## config.mk

```make
export PLATFORM = sky130hd
export DESIGN_NAME = updown_counter_mod
export DESIGN_NICKNAME = d
export VERILOG_FILES = /design/src/rtl/counter_pkg.sv /design/src/rtl/counter_next_val.sv /design/src/rtl/updown_counter_mod.sv
export SDC_FILE = /design/constraint.sdc
export NUM_CORES = 1
export LEC_CHECK = 0
export ABC_AREA = 1
export CAP_MARGIN = 30
export CORE_ASPECT_RATIO = 1.4
export CORE_UTILIZATION = 48
export DETAILED_ROUTE_END_ITERATION = 8
export DONT_BUFFER_PORTS = 1
export PLACE_DENSITY = 0.62
export SYNTH_ARGS = -nofsm -noshare
export SYNTH_HDL_FRONTEND = slang
export SYNTH_SLANG_ARGS = --single-unit
```

## constraint.sdc

```tcl
create_clock -name clk -period 2 [get_ports clk]
set_clock_uncertainty 0.2 [all_clocks]
set_input_delay 0.1 -clock clk [delete_from_list [all_inputs] [get_ports clk]]
set_output_delay 0.1 -clock clk [all_outputs]
set_load 0.05 [all_outputs]
```

## src/rtl/counter_pkg.sv

```systemverilog
// Shared types and arithmetic helpers for the parametrised up/down counter.
// The arithmetic helpers work one bit wider than the widest counter, so carries are never lost.
package counter_pkg;

    typedef enum logic {WRAP, SAT} count_mode_t;

    localparam int MAX_WIDTH   = 32;
    localparam int ARITH_GUARD = 1;
    localparam int ARITH_MAX_W = MAX_WIDTH + ARITH_GUARD;

    function automatic logic [ARITH_MAX_W-1:0] clamp_to_max(
        input logic [ARITH_MAX_W-1:0] v,
        input logic [ARITH_MAX_W-1:0] max
    );
        return (v > max) ? max : v;
    endfunction

    function automatic count_mode_t mode_from_sat(input bit sat);
        return sat ? SAT : WRAP;
    endfunction

endpackage

```

## src/rtl/counter_next_val.sv

```systemverilog
// Combinational next-count datapath: adds or subtracts an already clamped step,
// then wraps modulo MAX+1 or saturates, and flags any crossing of the 0..MAX range.
module counter_next_val
    import counter_pkg::*;
#(
    parameter int               WIDTH = 8,
    parameter logic [WIDTH-1:0] MAX   = {WIDTH{1'b1}},
    parameter count_mode_t      MODE  = WRAP
) (
    input  logic [WIDTH-1:0] count,
    input  logic [WIDTH-1:0] s,
    input  logic             down,
    output logic [WIDTH-1:0] next,
    output logic             ovf_n,
    output logic             unf_n
);

    localparam int AW = WIDTH + ARITH_GUARD;

    logic [AW-1:0] c_x;
    logic [AW-1:0] s_x;
    logic [AW-1:0] max_x;
    logic [AW-1:0] mod_x;
    logic [AW-1:0] sum_x;
    logic [AW-1:0] res_x;

    assign c_x   = {1'b0, count};
    assign s_x   = {1'b0, s};
    assign max_x = {1'b0, MAX};
    assign mod_x = max_x + AW'(1);
    assign sum_x = c_x + s_x;

    // NOTE: every output of this block gets a default first, so no path can leave one unassigned and infer a latch.
    always_comb begin
        res_x = sum_x;
        ovf_n = 1'b0;
        unf_n = 1'b0;
        if (!down) begin
            if (sum_x > max_x) begin
                ovf_n = 1'b1;
                res_x = (MODE == SAT) ? max_x : sum_x - mod_x;
            end
        end else begin
            res_x = c_x - s_x;
            if (s_x > c_x) begin
                unf_n = 1'b1;
                // Subtract first so the intermediate stays inside the range.
                res_x = (MODE == SAT) ? '0 : c_x + (mod_x - s_x);
            end
        end
        next = WIDTH'(res_x);
    end

endmodule

```

## src/rtl/updown_counter_mod.sv

```systemverilog
// Up/down counter with a programmable terminal value, a variable step, a synchronous load and wrap or saturate behaviour.
// Holds the count/ovf/unf registers and applies the rst > load > en priority.
module updown_counter_mod
    import counter_pkg::*;
#(
    parameter int               WIDTH     = 8,
    parameter logic [WIDTH-1:0] MAX       = {WIDTH{1'b1}},
    parameter bit               SATURATE  = 1'b0,
    parameter logic [WIDTH-1:0] RESET_VAL = '0
) (
    input  logic             clk,
    input  logic             rst,
    input  logic             en,
    input  logic             down,
    input  logic [WIDTH-1:0] step,
    input  logic             load,
    input  logic [WIDTH-1:0] load_val,
    output logic [WIDTH-1:0] count,
    output logic             ovf,
    output logic             unf,
    output logic             at_max,
    output logic             at_min
);

    localparam count_mode_t MODE = mode_from_sat(SATURATE);

    logic [WIDTH-1:0] s;
    logic [WIDTH-1:0] load_clamped;
    logic [WIDTH-1:0] next;
    logic             ovf_n;
    logic             unf_n;

    assign s            = WIDTH'(clamp_to_max(ARITH_MAX_W'(step), ARITH_MAX_W'(MAX)));
    assign load_clamped = WIDTH'(clamp_to_max(ARITH_MAX_W'(load_val), ARITH_MAX_W'(MAX)));

    counter_next_val #(
        .WIDTH (WIDTH),
        .MAX   (MAX),
        .MODE  (MODE)
    ) u_next (
        .count (count),
        .s     (s),
        .down  (down),
        .next  (next),
        .ovf_n (ovf_n),
        .unf_n (unf_n)
    );

    // NOTE: state registers use non-blocking assignments so every register samples pre-edge values.
    always_ff @(posedge clk) begin
        if (rst) begin
            count <= RESET_VAL;
            ovf   <= 1'b0;
            unf   <= 1'b0;
        end else if (load) begin
            count <= load_clamped;
            ovf   <= 1'b0;
            unf   <= 1'b0;
        end else if (en) begin
            count <= next;
            ovf   <= ovf_n;
            unf   <= unf_n;
        end else begin
            ovf   <= 1'b0;
            unf   <= 1'b0;
        end
    end

    assign at_max = (count == MAX);
    assign at_min = (count == '0);

endmodule
```

==> results.md <==
- The via count of the first global-routing pass is 1,249.
- The wire length of the first global-routing pass is 5290 um.
- After synthesis, flip-flops and latches occupy 17.7% of the total area.
- The critical-path cell with the highest stage delay is sky130_fd_sc_hd__or4_4.
- The relative contribution of the clock network to total power is 19.6%.
- The leading register cell type out of synthesis is sky130_fd_sc_hd__dfxtp_1.
- The clock passes through at most 2 buffers.
- The class of the most critical setup path is reg -> out.
- By area the synthesized netlist is led by sky130_fd_sc_hd__dfxtp_1 (18%), sky130_fd_sc_hd__ha_1 (18%), sky130_fd_sc_hd__nand2_1 (17%), sky130_fd_sc_hd__inv_1 (8.0%), sky130_fd_sc_hd__nand3_1 (6.2%).
- The flow ran to the end, but the final reports show violations.
- The final sum of negative setup slack is 0 ns.
- The worst slew slack as a fraction of its limit is 67.0%.
- Post-CTS timing repair inserted 0 buffers for setup.
- The fraction of power spent switching nets is 43.0%.
- The most area-hungry cell type in the Yosys netlist is sky130_fd_sc_hd__dfxtp_1.
- Overall power consumption after layout is estimated at 787 uW.
- The register bit count reported by yosys is 10.
- Counting every instance in the synthesized netlist gives 178.
- The post-CTS clock slew at the launch and capture registers of the worst setup and hold paths is 0.06 ns.
- The global router's overall resource usage is 27.5%.
- The critical path goes through buf_6, or4_4, nor4_4, buf_12.
- The first routing iteration left 27 violations.
- The clock latency on the worst-skew pair is 0.28 ns.
- During placement, the flow inserted port buffers numbering 0.
- The fraction of synthesis flops using an asynchronous set or reset pin is 0%.
- At the pin with the least slew margin, the transition time is 0.494 ns.
- In this run the static leakage power is 0.776 nW.
- The netlist uses 26 different library cells.
- Setup repair after global routing could not meet its margin everywhere.
- After synthesis, the most frequently instantiated cells are sky130_fd_sc_hd__nand2_1 (51), sky130_fd_sc_hd__inv_1 (24), sky130_fd_sc_hd__ha_1 (16).
- The mean instance size in the synthesized netlist is 6.34 um^2.
- The final cell area excluding filler cells is 1500 um^2.
- The cell at the root of the clock tree is sky130_fd_sc_hd__clkbuf_4.
- The category of the worst setup path launch point is a flip-flop.
- The HPWL after detailed placement is 2460 um.
- Cells with a size suffix above 1 make up 15.4% of the layout.
- The maximum number of pins on one net before global-route repair is 11.
- The final setup violation count is 0.
- STA classifies the critical path endpoint as an output pin.
- Power spread over the standard cell area amounts to 525 nW/um^2.
- Cells fill 68.1% of the core in the end.
- The worst hold slack after final layout is -0.00483 ns.
- Data arrives at the worst endpoint at 1.66 ns.
- The floorplan die area is 2550 um^2.
- The final hold violation count is 1.
- The mapped cell area is 1130 um^2.
- The number of antenna repair diodes is 0.
- The most frequently used cell type in the post-synthesis netlist is sky130_fd_sc_hd__nand2_1.
- The cell class contributing the biggest share of worst-path delay is simple AND/OR/NAND/NOR gates.
- In this run the biggest area consumer among cell types represents 17.7% of the synthesized area.
- The clock net in this run drives a total of 10 sinks.
- The die is 43.0 um wide.
- The number of DRC violations after detailed routing is 0.
- The final reports fail on negative hold slack.
- The remaining global-route overflow is 0.
- After detailed routing, the average wire length per cell comes to 14.4 um.
- In the final design database the tool counted 248 nets.
- The type of the tightest min-delay check is in -> reg.
- In this run the count of I/O pins placed on the die edge is 33.
- Combinational logic is responsible for 50.9% of the overall power.
- Derived from the worst setup path, the maximum achievable clock frequency is 509 MHz.
- The detail route stage leaves a number of antenna-violating nets equal to 0.
- Max-cap violations in this run came to 0.
- Buffers inserted during clock tree synthesis total 3.
- Wires add up to 3310 um.
- The power dissipated by switching net loads is 338 uW.
- The initial antenna violation count is 0.
- The buffers plus inverters on the worst setup path is 2.
- The maximum cell stage delay along the critical path is 0.44 ns.
- The shortest period the worst path allows is 1.96 ns.
- Summing all placed instances gives a cell area of 1250 um^2.
- The CTS tree is yes.
- The peak supply drop is 0.378 mV.
- The count of pins over their slew limit is 0.
- For this configuration, the core starts out at a cell density of 51.2%.
- The count of filler cells inserted in the layout is 199.
- The data required time at the worst endpoint is 1.70 ns.
- The congestion estimate from routability-driven global placement came to 0.837.
- The number of nets handed over by synthesis was 217.
- The number of enable flip-flop cells after synthesis is 0.
- The number of iterations in the first detailed-routing pass is 4.
- The number of vias per cell after detailed routing is 5.52.
- The total internal power is 449 uW.
- Relative to the synthesized area, the layout overhead comes to 32.9%.
- After layout, the worst path uses 98.2% of the clock period.
- The count of warnings emitted by yosys is 0.
- The routed layout has 1,269 vias.
- Measured along the y axis, the die boundary spans 59.4 um.
- Along the worst path, the maximum fanout reaches 5.
- The number of placement rows is 20.
- The standard cell core area is 2200 um^2.
- Per report_power, the sequential group accounts for 29.5% of the total.
- In this run the number of H-tree levels came out at 1.
[cells by family (layout without fill, tap and decap cells)]
| logic type | after synthesis | in the layout | share of synthesized area (%) |
|---|---|---|---|
| AOI/OAI and AO/OA | 32 | 32 | 16.7 |
| buffers and inverters | 33 | 63 | 11.2 |
| xor gates and xnor gates | 1 | 1 | 0.776 |
| DFF | 10 | 10 | 17.7 |
| and+or+nand+nor | 84 | 84 | 32.3 |
| adders and majority gates | 18 | 18 | 21.3 |
[routing by layer]
layer | up-vias | routed length, um | global-route usage (%)
li1 | 641 | - | -
met1 | 573 | 1400 | 33.0
met2 | 50 | 1680 | 50.4
met3 | 5 | 183 | 1.52
met4 | 0 | 51 | 11.3
met5 | - | 0 | 0
[tightest hold or removal path, delay by kind of cell]
family / cells / cell delay, ns
compound gates: 1 / 0.09
simple gates: 2 / 0.23
[worst paths after layout]
| check | to | from | slack [ns] | cells past startpoint |
|---|---|---|---|---|
| setup / recovery | at_min | count[5] | 0.04 | 4 |
| setup reg to reg | count[6] | count[0] | 0.11 | 10 |
| hold reg to reg | count[2] | count[2] | 0.54 | 3 |
| hold / removal | unf | en | -0.005 | 3 |
[placed cells by master, fill, tap and decap left out, drive strengths merged, types with 4 or more instances in the layout]
master       count
dlygate4sd3     17
buf             10
o21ai            7
ha              16
dfxtp           10
a21oi           14
nand3           14
a22oi            6
inv             30
nor2            10
clkbuf           4
nand2           51
[flip-flops by register name, indices dropped and copies added, names as in the netlist]
register,flops
count,8
ovf,1
unf,1
[through the flow]
stage / cells / setup slack, ns
CTS: 231 / 0.0250
global route: 230 / -0.0138
global placement: 207 / 0.140
finish: 230 / 0.0367
floorplan: 178 / -0.00526
detailed placement: 207 / 0.0822
[power by group through the flow]
stage | sequential (mW) | combinational [mW] | clock, mW
3_5_place_dp | 0.235 | 0.346 | 0
2_1_floorplan | 0.285 | 0.215 | 0
5_1_grt | 0.234 | 0.441 | 0.157
4_1_cts | 0.230 | 0.388 | 0.154
6_report | 0.232 | 0.401 | 0.154
3_3_place_gp | 0.234 | 0.340 | 0
[cell type report]
cell class / instances / area (um^2) / share of cell area [%]
well taps: 22 / 27.5 / 1.83
clock buffers: 4 / 26.3 / 1.75
flip-flops and latches: 10 / 209 / 13.9
inverters: 30 / 113 / 7.51
multi-input cells: 135 / 838 / 55.9
repair buffers: 29 / 287 / 19.1
[repair_timing]
item / in CTS / in global routing
setup endpoints to repair: 0 / 7
hold buffers: 20 / 0
gates resized for setup: 0 / 10
endpoints found under the hold margin: 10 / 0
No activity file was read; power rests on OpenSTA's default activity.
